--- config.mk ---
export PLATFORM = sky130hd
export DESIGN_NAME = mc_control_unit_flat
export DESIGN_NICKNAME = d
export VERILOG_FILES = /design/src/rtl/cpu_types_pkg.sv /design/src/rtl/mc_control_unit_if.sv /design/src/rtl/mc_control_unit_decode.sv /design/src/rtl/mc_control_unit.sv /design/src/flat_wrapper.sv
export SDC_FILE = /design/constraint.sdc
export NUM_CORES = 1
export LEC_CHECK = 0
export CORE_MARGIN = 1.5
export CORE_UTILIZATION = 44
export CTS_CLUSTER_SIZE = 20
export DETAILED_ROUTE_END_ITERATION = 8
export GPL_TIMING_DRIVEN = 0
export PLACE_DENSITY = 0.85
export SYNTH_ARGS = -nofsm -noshare
export SYNTH_HDL_FRONTEND = slang
export SYNTH_SLANG_ARGS = --single-unit
--- constraint.sdc ---
create_clock -name CLK -period 2 [get_ports CLK]
set_input_delay 0.4 -clock CLK [delete_from_list [all_inputs] [get_ports CLK]]
set_output_delay 0.4 -clock CLK [all_outputs]
set_load 0.02 [all_outputs]
--- src/rtl/cpu_types_pkg.sv ---
// Shared types for the multicycle control unit: FSM states, ALU ops, select encodings, opcodes.
// Optional MC_CU_LLSC_EN adds the LL/SC atomic flag to the decoded control word.
package cpu_types_pkg;

  typedef enum logic [2:0] {
    FETCH  = 3'd0,
    DECODE = 3'd1,
    EXEC   = 3'd2,
    MEM    = 3'd3,
    WB     = 3'd4,
    HALTED = 3'd5
  } mccu_state_t;

  typedef enum logic [3:0] {
    ALU_SLL, ALU_SRL, ALU_ADD, ALU_SUB, ALU_AND,
    ALU_OR, ALU_XOR, ALU_NOR, ALU_SLT, ALU_SLTU
  } aluop_t;

  typedef enum logic [3:0] {
    CLS_NOP, CLS_ALU, CLS_LOAD, CLS_STORE, CLS_BEQ, CLS_BNE, CLS_JUMP, CLS_JAL, CLS_HALT
  } icls_t;

  localparam logic [1:0] PC_NEXT = 2'b00, PC_JUMP = 2'b01, PC_BRANCH = 2'b10, PC_REG = 2'b11;
  localparam logic [1:0] RD_RD = 2'b00, RD_RT = 2'b01, RD_RA = 2'b10;
  localparam logic [1:0] M2R_ALU = 2'b00, M2R_MEM = 2'b01, M2R_PC4 = 2'b10, M2R_LUI = 2'b11;
  localparam logic [1:0] EXT_ZERO = 2'b00, EXT_SIGN = 2'b01, EXT_UPPER = 2'b10;

  localparam logic [5:0] OP_RTYPE = 6'h00, OP_J = 6'h02, OP_JAL = 6'h03, OP_BEQ = 6'h04;
  localparam logic [5:0] OP_BNE = 6'h05, OP_ADDIU = 6'h09, OP_SLTI = 6'h0A, OP_SLTIU = 6'h0B;
  localparam logic [5:0] OP_ANDI = 6'h0C, OP_ORI = 6'h0D, OP_XORI = 6'h0E, OP_LUI = 6'h0F;
  localparam logic [5:0] OP_LW = 6'h23, OP_SW = 6'h2B, OP_LL = 6'h30, OP_SC = 6'h38;
  localparam logic [5:0] OP_HALT = 6'h3F;

  localparam logic [5:0] FN_SLL = 6'h00, FN_SRL = 6'h02, FN_JR = 6'h08, FN_ADDU = 6'h21;
  localparam logic [5:0] FN_SUBU = 6'h23, FN_AND = 6'h24, FN_OR = 6'h25, FN_XOR = 6'h26;
  localparam logic [5:0] FN_NOR = 6'h27, FN_SLT = 6'h2A, FN_SLTU = 6'h2B;

  typedef struct packed {
    icls_t      cls;
    aluop_t     aluop;
    logic       alusrc;
    logic [1:0] extop;
    logic [1:0] regdst;
    logic [1:0] memtoreg;
    logic [1:0] pcsrc;
    logic       wb_after_mem;
`ifdef MC_CU_LLSC_EN
    logic       atomic;
`endif
  } ctrl_t;

endpackage

--- src/rtl/mc_control_unit_if.sv ---
// Port bundle between the control unit (master) and datapath/memories (slave).
// datomic exists only when MC_CU_LLSC_EN is defined.
interface mc_control_unit_if #(
  parameter int WORD_W = 32,
  parameter int CNT_W  = 32
);
  logic [WORD_W-1:0]     instr;
  logic                  ihit;
  logic                  dhit;
  logic                  zero;
  logic                  iREN;
  logic                  dREN;
  logic                  dWEN;
  logic                  IRWr;
  logic                  PCWr;
  logic                  RegWr;
  logic                  ALUsrc;
  logic [1:0]            RegDst;
  logic [1:0]            PCsrc;
  logic [1:0]            ExtOp;
  logic [1:0]            MemToReg;
  cpu_types_pkg::aluop_t ALUOp;
  logic                  halt;
  logic [CNT_W-1:0]      retired;
  logic [2:0]            state;
`ifdef MC_CU_LLSC_EN
  logic                  datomic;
`endif

  modport master (
    input  instr, ihit, dhit, zero,
`ifdef MC_CU_LLSC_EN
    output datomic,
`endif
    output iREN, dREN, dWEN, IRWr, PCWr, RegWr, ALUsrc,
    output RegDst, PCsrc, ExtOp, MemToReg, ALUOp, halt, retired, state
  );

  modport slave (
    output instr, ihit, dhit, zero,
`ifdef MC_CU_LLSC_EN
    input  datomic,
`endif
    input  iREN, dREN, dWEN, IRWr, PCWr, RegWr, ALUsrc,
    input  RegDst, PCsrc, ExtOp, MemToReg, ALUOp, halt, retired, state
  );
endinterface

--- src/rtl/mc_control_unit_decode.sv ---
// Combinational decode of the latched opcode/funct into static selects and an instruction class.
// LL/SC decode only when MC_CU_LLSC_EN is defined; otherwise they fall to NOP.
module instr_decode
  import cpu_types_pkg::*;
(
  input  logic [5:0] opcode_i,
  input  logic [5:0] funct_i,
  output ctrl_t      ctrl_o
);

  always_comb begin
    ctrl_o = '0;
    case (opcode_i)
      OP_RTYPE: begin
        ctrl_o.cls    = CLS_ALU;
        ctrl_o.regdst = RD_RD;
        case (funct_i)
          FN_SLL:  ctrl_o.aluop = ALU_SLL;
          FN_SRL:  ctrl_o.aluop = ALU_SRL;
          FN_ADDU: ctrl_o.aluop = ALU_ADD;
          FN_SUBU: ctrl_o.aluop = ALU_SUB;
          FN_AND:  ctrl_o.aluop = ALU_AND;
          FN_OR:   ctrl_o.aluop = ALU_OR;
          FN_XOR:  ctrl_o.aluop = ALU_XOR;
          FN_NOR:  ctrl_o.aluop = ALU_NOR;
          FN_SLT:  ctrl_o.aluop = ALU_SLT;
          FN_SLTU: ctrl_o.aluop = ALU_SLTU;
          FN_JR: begin
            ctrl_o.cls   = CLS_JUMP;
            ctrl_o.pcsrc = PC_REG;
          end
          default: ctrl_o.cls = CLS_NOP;
        endcase
      end
      OP_ADDIU, OP_SLTI, OP_SLTIU, OP_ANDI, OP_ORI, OP_XORI, OP_LUI: begin
        ctrl_o.cls    = CLS_ALU;
        ctrl_o.alusrc = 1'b1;
        ctrl_o.regdst = RD_RT;
        case (opcode_i)
          OP_ADDIU: begin ctrl_o.aluop = ALU_ADD;  ctrl_o.extop = EXT_SIGN; end
          OP_SLTI:  begin ctrl_o.aluop = ALU_SLT;  ctrl_o.extop = EXT_SIGN; end
          OP_SLTIU: begin ctrl_o.aluop = ALU_SLTU; ctrl_o.extop = EXT_SIGN; end
          OP_ANDI:  ctrl_o.aluop = ALU_AND;
          OP_ORI:   ctrl_o.aluop = ALU_OR;
          OP_XORI:  ctrl_o.aluop = ALU_XOR;
          default: begin
            ctrl_o.aluop    = ALU_ADD;
            ctrl_o.extop    = EXT_UPPER;
            ctrl_o.memtoreg = M2R_LUI;
          end
        endcase
      end
      OP_LW: begin
        ctrl_o.cls          = CLS_LOAD;
        ctrl_o.aluop        = ALU_ADD;
        ctrl_o.extop        = EXT_SIGN;
        ctrl_o.alusrc       = 1'b1;
        ctrl_o.regdst       = RD_RT;
        ctrl_o.memtoreg     = M2R_MEM;
        ctrl_o.wb_after_mem = 1'b1;
      end
      OP_SW: begin
        ctrl_o.cls    = CLS_STORE;
        ctrl_o.aluop  = ALU_ADD;
        ctrl_o.extop  = EXT_SIGN;
        ctrl_o.alusrc = 1'b1;
      end
`ifdef MC_CU_LLSC_EN
      OP_LL: begin
        ctrl_o.cls          = CLS_LOAD;
        ctrl_o.aluop        = ALU_ADD;
        ctrl_o.extop        = EXT_SIGN;
        ctrl_o.alusrc       = 1'b1;
        ctrl_o.regdst       = RD_RT;
        ctrl_o.memtoreg     = M2R_MEM;
        ctrl_o.wb_after_mem = 1'b1;
        ctrl_o.atomic       = 1'b1;
      end
      OP_SC: begin
        // SC writes the memory's success result back into rt
        ctrl_o.cls          = CLS_STORE;
        ctrl_o.aluop        = ALU_ADD;
        ctrl_o.extop        = EXT_SIGN;
        ctrl_o.alusrc       = 1'b1;
        ctrl_o.regdst       = RD_RT;
        ctrl_o.memtoreg     = M2R_MEM;
        ctrl_o.wb_after_mem = 1'b1;
        ctrl_o.atomic       = 1'b1;
      end
`endif
      OP_BEQ: begin
        ctrl_o.cls   = CLS_BEQ;
        ctrl_o.aluop = ALU_SUB;
        ctrl_o.extop = EXT_SIGN;
      end
      OP_BNE: begin
        ctrl_o.cls   = CLS_BNE;
        ctrl_o.aluop = ALU_SUB;
        ctrl_o.extop = EXT_SIGN;
      end
      OP_J: begin
        ctrl_o.cls   = CLS_JUMP;
        ctrl_o.pcsrc = PC_JUMP;
      end
      OP_JAL: begin
        ctrl_o.cls      = CLS_JAL;
        ctrl_o.pcsrc    = PC_JUMP;
        ctrl_o.regdst   = RD_RA;
        ctrl_o.memtoreg = M2R_PC4;
      end
      OP_HALT: ctrl_o.cls = CLS_HALT;
      default: ;
    endcase
  end

endmodule

--- src/rtl/mc_control_unit.sv ---
// Multicycle control FSM: fetch/decode/exec/mem/wb with strobes gated per state and a saturating retire count.
// Define MC_CU_LLSC_EN to enable LL/SC with the datomic output.
module mc_control_unit
  import cpu_types_pkg::*;
#(
  parameter int WORD_W = 32,
  parameter int CNT_W  = 32
) (
  input  logic              CLK,
  input  logic              RST,
  mc_control_unit_if.master bus
);

  mccu_state_t      state_q, state_d;
  logic [11:0]      ir_q, ir_d;
  logic [CNT_W-1:0] retired_q, retired_d;
  ctrl_t            ctrl;
  logic             pcwr;
  logic             sel_en;

  // Only opcode and funct drive control, so only those fields are kept in the IR.
  instr_decode u_decode (
    .opcode_i (ir_q[11:6]),
    .funct_i  (ir_q[5:0]),
    .ctrl_o   (ctrl)
  );

  always_comb begin
    state_d    = state_q;
    ir_d       = ir_q;
    pcwr       = 1'b0;
    bus.iREN   = 1'b0;
    bus.dREN   = 1'b0;
    bus.dWEN   = 1'b0;
    bus.IRWr   = 1'b0;
    bus.RegWr  = 1'b0;
    bus.halt   = 1'b0;
`ifdef MC_CU_LLSC_EN
    bus.datomic = 1'b0;
`endif
    sel_en       = (state_q == EXEC) || (state_q == MEM) || (state_q == WB);
    bus.ALUOp    = sel_en ? ctrl.aluop    : ALU_SLL;
    bus.ALUsrc   = sel_en ? ctrl.alusrc   : 1'b0;
    bus.ExtOp    = sel_en ? ctrl.extop    : EXT_ZERO;
    bus.RegDst   = sel_en ? ctrl.regdst   : RD_RD;
    bus.MemToReg = sel_en ? ctrl.memtoreg : M2R_ALU;
    bus.PCsrc    = sel_en ? ctrl.pcsrc    : PC_NEXT;

    case (state_q)
      FETCH: begin
        bus.iREN = 1'b1;
        if (bus.ihit) begin
          bus.IRWr = 1'b1;
          ir_d     = {bus.instr[WORD_W-1 -: 6], bus.instr[5:0]};
          state_d  = DECODE;
        end
      end
      DECODE: state_d = (ctrl.cls == CLS_HALT) ? HALTED : EXEC;
      EXEC: begin
        case (ctrl.cls)
          CLS_ALU, CLS_JAL:    state_d = WB;
          CLS_LOAD, CLS_STORE: state_d = MEM;
          CLS_BEQ, CLS_BNE: begin
            bus.PCsrc = ((ctrl.cls == CLS_BEQ) == bus.zero) ? PC_BRANCH : PC_NEXT;
            pcwr      = 1'b1;
            state_d   = FETCH;
          end
          default: begin
            pcwr    = 1'b1;
            state_d = FETCH;
          end
        endcase
      end
      MEM: begin
        bus.dREN = (ctrl.cls == CLS_LOAD);
        bus.dWEN = (ctrl.cls == CLS_STORE);
`ifdef MC_CU_LLSC_EN
        bus.datomic = ctrl.atomic;
`endif
        if (bus.dhit) begin
          if (ctrl.wb_after_mem) begin
            state_d = WB;
          end else begin
            pcwr    = 1'b1;
            state_d = FETCH;
          end
        end
      end
      WB: begin
        bus.RegWr = 1'b1;
        pcwr      = 1'b1;
        state_d   = FETCH;
      end
      HALTED: bus.halt = 1'b1;
      default: state_d = FETCH;
    endcase

    bus.PCWr = pcwr;

    // Reset silences everything combinationally so a request in flight drops immediately.
    if (RST) begin
      bus.iREN     = 1'b0;
      bus.dREN     = 1'b0;
      bus.dWEN     = 1'b0;
      bus.IRWr     = 1'b0;
      bus.PCWr     = 1'b0;
      bus.RegWr    = 1'b0;
      bus.halt     = 1'b0;
      bus.ALUOp    = ALU_SLL;
      bus.ALUsrc   = 1'b0;
      bus.ExtOp    = EXT_ZERO;
      bus.RegDst   = RD_RD;
      bus.MemToReg = M2R_ALU;
      bus.PCsrc    = PC_NEXT;
`ifdef MC_CU_LLSC_EN
      bus.datomic  = 1'b0;
`endif
    end
  end

  assign retired_d   = (pcwr && (retired_q != {CNT_W{1'b1}})) ? retired_q + CNT_W'(1) : retired_q;
  assign bus.state   = RST ? FETCH : state_q;
  assign bus.retired = RST ? '0 : retired_q;

  always_ff @(posedge CLK) begin
    if (RST) begin
      state_q   <= FETCH;
      ir_q      <= '0;
      retired_q <= '0;
    end else begin
      state_q   <= state_d;
      ir_q      <= ir_d;
      retired_q <= retired_d;
    end
  end

endmodule

--- src/flat_wrapper.sv ---
// flat-port wrapper written by rule: the top's interface ports become plain ports
module mc_control_unit_flat import cpu_types_pkg::*;
#(
  parameter int WORD_W = 32,
  parameter int CNT_W  = 32
)
  (CLK, RST, bus_instr, bus_ihit, bus_dhit, bus_zero, bus_iREN, bus_dREN, bus_dWEN, bus_IRWr, bus_PCWr, bus_RegWr, bus_ALUsrc, bus_RegDst, bus_PCsrc, bus_ExtOp, bus_MemToReg, bus_ALUOp, bus_halt, bus_retired, bus_state);
  mc_control_unit_if #(.WORD_W(WORD_W), .CNT_W(CNT_W)) bus_i ();
  input  logic CLK;
  input  logic RST;
  input wire logic [$bits(bus_i.instr)-1:0] bus_instr;
  input wire logic [$bits(bus_i.ihit)-1:0] bus_ihit;
  input wire logic [$bits(bus_i.dhit)-1:0] bus_dhit;
  input wire logic [$bits(bus_i.zero)-1:0] bus_zero;
  output wire logic [$bits(bus_i.iREN)-1:0] bus_iREN;
  output wire logic [$bits(bus_i.dREN)-1:0] bus_dREN;
  output wire logic [$bits(bus_i.dWEN)-1:0] bus_dWEN;
  output wire logic [$bits(bus_i.IRWr)-1:0] bus_IRWr;
  output wire logic [$bits(bus_i.PCWr)-1:0] bus_PCWr;
  output wire logic [$bits(bus_i.RegWr)-1:0] bus_RegWr;
  output wire logic [$bits(bus_i.ALUsrc)-1:0] bus_ALUsrc;
  output wire logic [$bits(bus_i.RegDst)-1:0] bus_RegDst;
  output wire logic [$bits(bus_i.PCsrc)-1:0] bus_PCsrc;
  output wire logic [$bits(bus_i.ExtOp)-1:0] bus_ExtOp;
  output wire logic [$bits(bus_i.MemToReg)-1:0] bus_MemToReg;
  output wire logic [$bits(bus_i.ALUOp)-1:0] bus_ALUOp;
  output wire logic [$bits(bus_i.halt)-1:0] bus_halt;
  output wire logic [$bits(bus_i.retired)-1:0] bus_retired;
  output wire logic [$bits(bus_i.state)-1:0] bus_state;
  assign bus_i.instr = bus_instr;
  assign bus_i.ihit = bus_ihit;
  assign bus_i.dhit = bus_dhit;
  assign bus_i.zero = bus_zero;
  assign bus_iREN = bus_i.iREN;
  assign bus_dREN = bus_i.dREN;
  assign bus_dWEN = bus_i.dWEN;
  assign bus_IRWr = bus_i.IRWr;
  assign bus_PCWr = bus_i.PCWr;
  assign bus_RegWr = bus_i.RegWr;
  assign bus_ALUsrc = bus_i.ALUsrc;
  assign bus_RegDst = bus_i.RegDst;
  assign bus_PCsrc = bus_i.PCsrc;
  assign bus_ExtOp = bus_i.ExtOp;
  assign bus_MemToReg = bus_i.MemToReg;
  assign bus_ALUOp = bus_i.ALUOp;
  assign bus_halt = bus_i.halt;
  assign bus_retired = bus_i.retired;
  assign bus_state = bus_i.state;
  mc_control_unit #(.WORD_W(WORD_W), .CNT_W(CNT_W)) u_core (.CLK(CLK), .RST(RST), .bus(bus_i));
endmodule
# --- Word level (Yosys, flattened, before mapping) ---
# Cells that the tools add are included.
totals:
  regBits: 47
  latch_bits: 0
  ramBits: 0
  romBits: 0
  in_bits: 37
  out_inout_bits: 55
  memories: 0
classes:
  addsub: 1
  mul: 0
  n_div: 0
  n_lt_le_gt_ge: 0
  n_eq_ne: 40
  shift: 0
  n_mux: 55
  bitwise: 1
  reduce_logical: 23
op_table:
  columns: ["cell", "count"]
  rows:
  - ["$pmux W4 S9", 2]
  - ["$eq A6 B6 Y1 const B", 11]
  - ["$eq A6 B4 Y1 const B", 8]
  - ["$add A32 B1 Y32 const B", 1]
  - ["$mux W32", 1]
  - ["$ne A32 B32 Y1 const B", 1]
  - ["$mux W2", 13]
  - ["$mux W1", 21]
  - ["$pmux W4 S5", 1]
  - ["$eq A6 B2 Y1 const B", 3]
  - ["$pmux W2 S2", 4]
  - ["$pmux W4 S4", 1]
  - ["$mux W3", 5]
  - ["$pmux W3 S5", 1]
  - ["$eq A4 B3 Y1 const B", 3]
  - ["$eq A6 B3 Y1 const B", 2]
  - ["$logic_not A6 Y1", 2]
  - ["$pmux W3 S2", 2]
  - ["$reduce_or A2 Y1", 6]
  - ["$reduce_or A10 Y1", 1]
  - ["$reduce_or A9 Y1", 1]
  - ["$eq A4 B2 Y1 const B", 2]
  - ["$mux W4", 2]
  - ["$reduce_or A4 Y1", 2]
  - ["19 further kinds", 24]

# --- Depth between registers and ports, before layout ---
# Gate-level depths: netlist (run 1).
depth:
  word_depth: 10
  mapped_depth: 9

# --- Modules after synthesis ---
# Synthesis (run 1) repeated with hierarchy kept, for this count alone.
hier_totals:
  hier_cells: 421
  area_unflattened_um2: 3165.5
by_module_without_submodules:
  columns: ["mod", "n_inst", "cells_per_inst", "area_per_inst_um2"]
  rows:
  - ["mc_control_unit", 1, 338, 2656.3]
  - ["instr_decode", 1, 83, 509.2]

# --- Worst setup path after synthesis (run 1) ---
# No wires, ideal clock.
synth_timing:
  path_kind: "register -> output"
  from: "reg u_core.ir_q[11]"
  to: "out bus_dWEN"
  arrival_time_ps: 2316
  slack_ps: -716
  stages_incl_launch_ff: 5
  n_path_buf: 0
  cell_sequence: "dfxtp_1 -> or4_4 -> nor3_4 -> o21ai_2 -> a2111oi_0"
synth_between:
  elab_chain_len: 6
  word_cells_on_any_way: 20
synth_rtl:
  columns: ["element", "line_no", "rtl"]
  rows:
  - ["from (decl)", "mc_control_unit.sv:15", "logic [11:0] ir_q, ir_d;"]
  - ["from (signal assigned)", "mc_control_unit.sv:132", "ir_q <= ir_d;"]
  - ["$eq A6 B4 Y1", "mc_control_unit_decode.sv:13", "case (opcode_i)"]
  - ["$reduce_or A7 Y1", "mc_control_unit_decode.sv:13", null]
  - ["$pmux W4 S9 *", "mc_control_unit_decode.sv:13", null]
  - ["$eq A4 B2 Y1 *", "mc_control_unit.sv:76", "bus.dWEN = (ctrl.cls == CLS_STORE);"]
  - ["$mux W1 *", "mc_control_unit.sv:49", "case (state_q)"]
  - ["$mux W1 *", "mc_control_unit.sv:101", "if (RST) begin"]
  - ["to (decl)", "flat_wrapper.sv:17", "output wire logic [$bits(bus_i.dWEN)-1:0] bus_dWEN;"]
# Mark *: on every way between the ends. The rest lies on a longest branch, timed or not.

# --- Worst setup path after layout (run 1) ---
layout_timing:
  from: "reg u_core.ir_q[8]"
  to: "reg u_core.retired_q[29]"
layout_between:
  elab_chain_len: 8
  word_cells_on_any_way: 28
layout_rtl:
  columns: ["element", "line_no", "rtl"]
  rows:
  - ["$eq A6 B4 Y1", "mc_control_unit_decode.sv:13", null]
  - ["$reduce_or A7 Y1", "mc_control_unit_decode.sv:13", null]
  - ["$pmux W4 S9", "mc_control_unit_decode.sv:13", null]
  - ["$eq A4 B1 Y1 (tied with other cells)", "mc_control_unit.sv:60", "case (ctrl.cls)"]
  - ["$reduce_or A4 Y1 (no line)", null, null]
  - ["$mux W1", "mc_control_unit.sv:60", null]
  - ["$pmux W1 S3 *", "mc_control_unit.sv:49", null]
  - ["$logic_and A1 B1 Y1 *", "mc_control_unit.sv:121", "assign retired_d = (pcwr && (retired_q != {CNT_W{1'b1}})) ? retired_q + CNT_W'(1) : retired_q;"]
  - ["to (signal assigned)", "mc_control_unit.sv:133", "retired_q <= retired_d;"]
  - ["to (decl)", "mc_control_unit.sv:16", "logic [CNT_W-1:0] retired_q, retired_d;"]
# Marks and branches as above.
# A chain may end at the register's enable or synchronous reset.

==> qor.txt, run 1 <==
Outcome = complete, but fails checks
Violated checks = negative setup slack
Global route overflow = 0
Core area = 0.00687 mm²
Power Internal = 1840 µW
Critical path type = register to register
Largest net degree at the start of global routing = 14
Net Switching = 948 µW
Count of final setup violators = 47
Drt total wl = 11.9 mm
Row Count = 30
Largest cells by area after synthesis = dfxtp_1 (30%), nand2_1 (6.6%), nor2b_1 (6.3%)
Combinational Power Share = 0.384
CTS root buf = clkbuf_8
Starting Density = 0.462
Rel. slew slack = 0.357
Maximum VDD drop = 413 µV
Worst-path clk slew = 0.08 ns
Commonest cells in the synthesized netlist = nand2_1 (56), nor2_1 (52), dfxtp_1 (47), nor2b_1 (32), a21oi_1 (28)
Worst r2r src = u_core.ir_q[8]
Die width = 87.9 µm
Cell count after synthesis = 437
Full die area = 0.00773 mm²
Syn avg cell area = 7.26 µm²
Seq pwr share = 0.369
DRT iter0 DRCs = 243
CTS tree = done
Number of clock sinks = 47
Max cap viols = 0
DP Wirelength = 7.09 mm
Reg2reg end = u_core.retired_q[29]
# DRC = 0
Routed vias/inst = 5.99
Nets = 592
Mapped Area = 0.00317 mm²
Routed len/inst = 18.3 µm
Reg2reg setup slack = -0.63 ns
Quantity of I/O buffers inserted on ports = 71
Synth Register Bits = 47
Tmin final = 2.63 ns
Yosys warnings = 0
Asr flop ratio synth = 0
Hold-fix buffer count after cts = 0
Final period utilization = 1.32
Arr. time, crit path = 2.82 ns
Layout area overhead = 62.6%
Gp weighted congestion = 0.908
Count leader, synth = nand2_1
Clock network power share = 0.247
Power Density = 540 mW/mm²
Total GRT Usage = 0.263
DRT Pass-1 Iters = 5
Seq/Total Area, Yosys = 0.297
Synth Net Count = 475
Reg2reg path depth = 10
# diodes = 0
Critical path data required time = 2.19 ns
First-pass GRT wire length = 16.4 mm
Post-synth EDFFs = 0
Total CTS buffers = 5
Yosys top cell area share = 0.297
Die Span Y = 87.9 µm
# IOs = 92
Max-slew violation count = 0
ANT nets after route = 0
Area leader, netlist = dfxtp_1
Share of cells above drive strength 1 = 0.374
Fmax = 380 MHz
Endpoints failing hold = 0
Worst setup margin = -0.632 ns
Vias = 3,892
Skew-Pair Late Insertion Delay = 0.30 ns
Post-synth top flop = dfxtp_1
Unrepaired setup endpoints after global routing = yes
Worst slew pin tran = 0.964 ns
CP Launch Type = register
Crit Path Max Fanout = 5
Lkg Pwr = 0.00218 µW
Clock skew = 0.00765 ns
HP Class = register to register
Netlist cell types = 57
Fillers = 454
Initial antenna violation count = 0
Worst setup path start = u_core.ir_q[8]
Fin util = 0.751
Dpl ws = -1.45 ns
Crit path capture = u_core.retired_q[29]
Longest Clk Path Bufs = 2
Switching Fraction = 0.340
Crit. End Element = register
Vias in the first global route = 3,511
CTS H-tree depth = 2
[worst min path at each step]
stage          slack (ns)                 from  depth (start not counted)                   to
3_3_place_gp         0.50  u_core.retired_q[2]                          1  u_core.retired_q[2]
4_1_cts              0.52       u_core.ir_q[5]                          2       u_core.ir_q[5]
6_report             0.53       u_core.ir_q[5]                          2       u_core.ir_q[5]
2_1_floorplan        0.47  u_core.retired_q[2]                          1  u_core.retired_q[2]
5_1_grt              0.54       u_core.ir_q[5]                          2       u_core.ir_q[5]
3_5_place_dp         0.52  u_core.retired_q[2]                          1  u_core.retired_q[2]
[through the flow]
step                      hold slack, ns  TNS (ns)  instance area, µm²  std cells  total power, µW
final                              0.525    -22.31                5160        650             2790
after global routing               0.543    -25.52                5160        650             2880
after detailed placement           0.524    -64.79                4220        604             1690
after global placement             0.499    -63.29                4220        604             1670
after CTS                          0.517    -19.98                4610        630             2500
after floorplan                    0.474     -4.73                3390        437             1500
[flip-flops by register name (all words and copies together) (netlist names)]
name              count
u_core.retired_q     32
u_core.ir_q          12
u_core.state_q        3
[power groups by stage]
stage	clock network (µW)	registers [µW]	logic [µW]
after global routing	720	1030	1120
after global placement	0	1030	638
after detailed placement	0	1030	652
after CTS	680	1020	799
after floorplan	0	1020	479
final	689	1030	1070
[per-layer routing]
layer,global-route usage,share of wire,vias to the layer above
li1,-,-,1774
met1,0.312,0.37,1858
met4,0.0765,0.035,0
met2,0.489,0.53,210
met3,0.0368,0.070,50
met5,0,0,-
[timing repair]
item	in CTS	in global routing
resized for setup	213	93
pin swaps	18	31
endpoints found under the hold margin	0	0
buffers inserted	20	18
setup endpoints to repair	101	63
gates cloned	0	3
[cell type report]
class / instances / area (µm²) / share of cell area
Buffer: 30 / 262 / 0.0507
Clock buffer: 6 / 72.6 / 0.0141
Sequential cell: 47 / 968 / 0.188
Clock inverter: 1 / 30.0 / 0.00582
Timing Repair Buffer: 111 / 1020 / 0.197
Multi-Input combinational cell: 342 / 2620 / 0.508
Inverter: 17 / 66.3 / 0.0129
Tap cell: 96 / 120 / 0.0233
[worst max-delay path: stages (launching register included)]
cell and delay (ns):
dfxtp_4 0.36, or4_4 0.55, nor3_4 0.21, o21ai_4 0.14
a21bo_2 0.25, buf_6 0.13, a31oi_4 0.20, buf_12 0.16
buf_8 0.15, nor3_4 0.05, mux2_4 0.33
[cell families after synthesis]
| group | count (synthesis) | share of synthesized area |
|---|---|---|
| compound gates | 77 | 0.161 |
| xor+xnor | 4 | 0.0110 |
| fa+ha+maj | 1 | 0.00394 |
| buf+inv | 48 | 0.0647 |
| flops | 47 | 0.297 |
| mux | 25 | 0.0880 |
| simple gates | 235 | 0.374 |
[layout by cell type (no fill, tap or decap), drive strengths merged, types with 16 or more instances in the layout]
cell type | netlist | layout
nor3 | 26 | 26
inv | 17 | 17
a21oi | 28 | 28
nand3 | 16 | 16
o21ai | 19 | 19
dlygate4sd2 | 0 | 27
nor2b | 32 | 32
mux2 | 23 | 23
dfxtp | 47 | 47
nor2 | 52 | 52
nand2 | 56 | 56
clkbuf | 23 | 28
buf | 8 | 70
Power figures use the tool's default switching activity.
==> run 2, diff against run 1 <==
--- a/config.mk
+++ b/config.mk
@@ -11,6 +11,7 @@
 export DETAILED_ROUTE_END_ITERATION = 8
 export GPL_TIMING_DRIVEN = 0
 export PLACE_DENSITY = 0.85
+export SETUP_SLACK_MARGIN = 0.02
 export SYNTH_ARGS = -nofsm -noshare
 export SYNTH_HDL_FRONTEND = slang
 export SYNTH_SLANG_ARGS = --single-unit
==> run 2 against run 1 <==
The run still ends with negative setup slack left; wire length rose by 10%; first-iteration DRC count rose by 58%; critical path depth did not move; sequential share of layout area fell by 0.10 points; final area rose by 0.68%; via count rose by 4.8%; clock power rose by 3.5%; flip-flop and latch count did not move; combinational power rose by 7%; count of clock-buffer cells in the layout fell by 1.
==> qor.txt, run 2 (synthesized netlist as in run 1, its figures left out) <==
Outcome = complete, but fails checks
Violated checks = negative setup slack
Endpoints failing hold = 0
Worst path max stage delay = 0.59 ns
Drt total wl = 13.1 mm
Initial antenna violation count = 0
Worst setup margin = -0.696 ns
Reg2reg end = u_core.retired_q[31]
Power Density = 558 mW/mm²
Unrepaired setup endpoints after global routing = yes
Gp weighted congestion = 0.935
WP buf/inv = 3
Routed len/inst = 20.0 µm
Worst slew pin tran = 0.898 ns
CTS H-tree depth = 2
Crit Path Max Fanout = 6
Nets = 595
Worst-path clk slew = 0.10 ns
Tmin final = 2.70 ns
Arr. time, crit path = 2.91 ns
Skew-Pair Late Insertion Delay = 0.32 ns
Clock skew = 0.0134 ns
Number of clock sinks = 47
Total GRT Usage = 0.287
Critical Path, Cell by Cell = or4_4 -> nor3_4 -> o21ai_4 -> a21bo_4 -> buf_6 -> a31oi_4 -> buf_12 -> clkbuf_16 -> nor3_2 -> mux2_1
Biggest register = u_core.retired_q
First-pass GRT wire length = 17.5 mm
Worst r2r src = u_core.ir_q[11]
Core area = 0.00687 mm²
Max cap viols = 0
Design area = 0.00519 mm²
Maximum VDD drop = 350 µV
ANT nets after route = 0
# DRC = 0
Reg2reg setup slack = -0.70 ns
Share of cells above drive strength 1 = 0.363
Longest Clk Path Bufs = 2
Critical path type = register to register
Worst setup path start = u_core.ir_q[11]
Layout area overhead = 63.7%
Worst hold margin = 0.528 ns
Largest net degree at the start of global routing = 15
Global route overflow = 0
CTS tree = done
Commonest non-fill, non-tap cell in the layout = nand2_1
Final period utilization = 1.35
CTS root buf = clkbuf_8
Row Count = 30
Crit. End Element = register
Die width = 87.9 µm
Rel. slew slack = 0.401
Routed vias/inst = 6.25
Max-slew violation count = 0
Dpl cells = 604
Crit path capture = u_core.retired_q[31]
Count of final setup violators = 49
Reg2reg path depth = 10
Most frequent cells in the layout = nand2_1 (53), nor2_1 (44), buf_4 (40)
# IOs = 92
CP Launch Type = register
Hold-critical path depth = 2
Max reg flops = 32
Critical path data required time = 2.21 ns
# diodes = 0
Cell Area, Placed = 0.00423 mm²
Cell Count, Final, Fillers Out = 653
Die Span Y = 87.9 µm
Full die area = 0.00773 mm²
Sum Neg Setup Slack = -25.62 ns
DRT iter0 DRCs = 384
Quantity of I/O buffers inserted on ports = 71
Vias in the first global route = 3,702
Stages on worst setup path = 10
Total CTS buffers = 5
Starting Density = 0.462
DP Wirelength = 7.05 mm
HP Class = register to register
CP delay by family, top = simple AND/OR/NAND/NOR gates
Vias = 4,078
Fmax = 371 MHz
Hold Crit Start = u_core.ir_q[5]
Biggest regs = u_core.retired_q x32, u_core.ir_q x12, u_core.state_q x3
Lkg Pwr = 0.00218 µW
DRT Pass-1 Iters = 6
Slowest CP cell = or4_4
-- run 2: cell types whose count changed in the layout (fill, tap and decap cells not counted), sizes merged --
cell           change
buf                +6
clkbuf             -4
clkdlybuf4s15      -4
clkinvlp           +1
dlygate4sd2        +5
dlymetal6s2s       -1
-- run 2: metal layers --
| metal | global-route usage | part of all wire | vias up |
|---|---|---|---|
| met4 | 0.141 | 0.057 | 0 |
| met3 | 0.0424 | 0.083 | 93 |
| met1 | 0.337 | 0.36 | 1895 |
| met5 | 0 | 0 | - |
| met2 | 0.509 | 0.50 | 303 |
| li1 | - | - | 1787 |
-- run 2: worst min-delay path by stage --
stage	slack, ns	end
4_1_cts	0.50	u_core.ir_q[0]
3_3_place_gp	0.50	u_core.retired_q[2]
5_1_grt	0.56	u_core.ir_q[3]
3_5_place_dp	0.51	u_core.retired_q[2]
2_1_floorplan	0.47	u_core.retired_q[2]
6_report	0.53	u_core.ir_q[5]
-- run 2: stage by stage --
step / utilization / setup WS [ns] / total power, µW
6_report: 0.756 / -0.696 / 2890
3_5_place_dp: 0.615 / -1.45 / 1690
2_1_floorplan: - / -0.200 / 1500
3_3_place_gp: 0.615 / -1.40 / 1670
5_1_grt: 0.756 / -0.759 / 2980
4_1_cts: 0.685 / -0.652 / 2590
-- run 2: worst register-to-register path: stages (launching register included) --
cell and delay, ns:
dfxtp_4 0.36, or4_4 0.59, nor3_4 0.24, o21ai_4 0.15
a21bo_4 0.26, buf_6 0.12, a31oi_4 0.19, buf_12 0.16
clkbuf_16 0.16, nor3_2 0.05, mux2_1 0.33
-- run 2: final cells by class --
class	count	area [µm²]
plain buffers	30	293
fillers	423	1680
flip-flops and latches	47	970
clock buffers	5	68.8
repair buffers	114	1050
inverters	17	63.8
clock inverters	2	37.5
well taps	96	120
multi-input cells	342	2590
-- run 2: repair_timing --
item	4_1_cts	5_1_grt
cloned	1	2
gates resized for setup	225	94
pin swaps	24	26
setup endpoints to repair	101	61
buffers inserted	25	17
hold buffers	0	0
-- run 2: power by group --
part | switching (µW) | total, µW | internal [µW]
logic | 617 | 1150 | 528
clock network | 347 | 713 | 366
registers | 63.1 | 1040 | 974
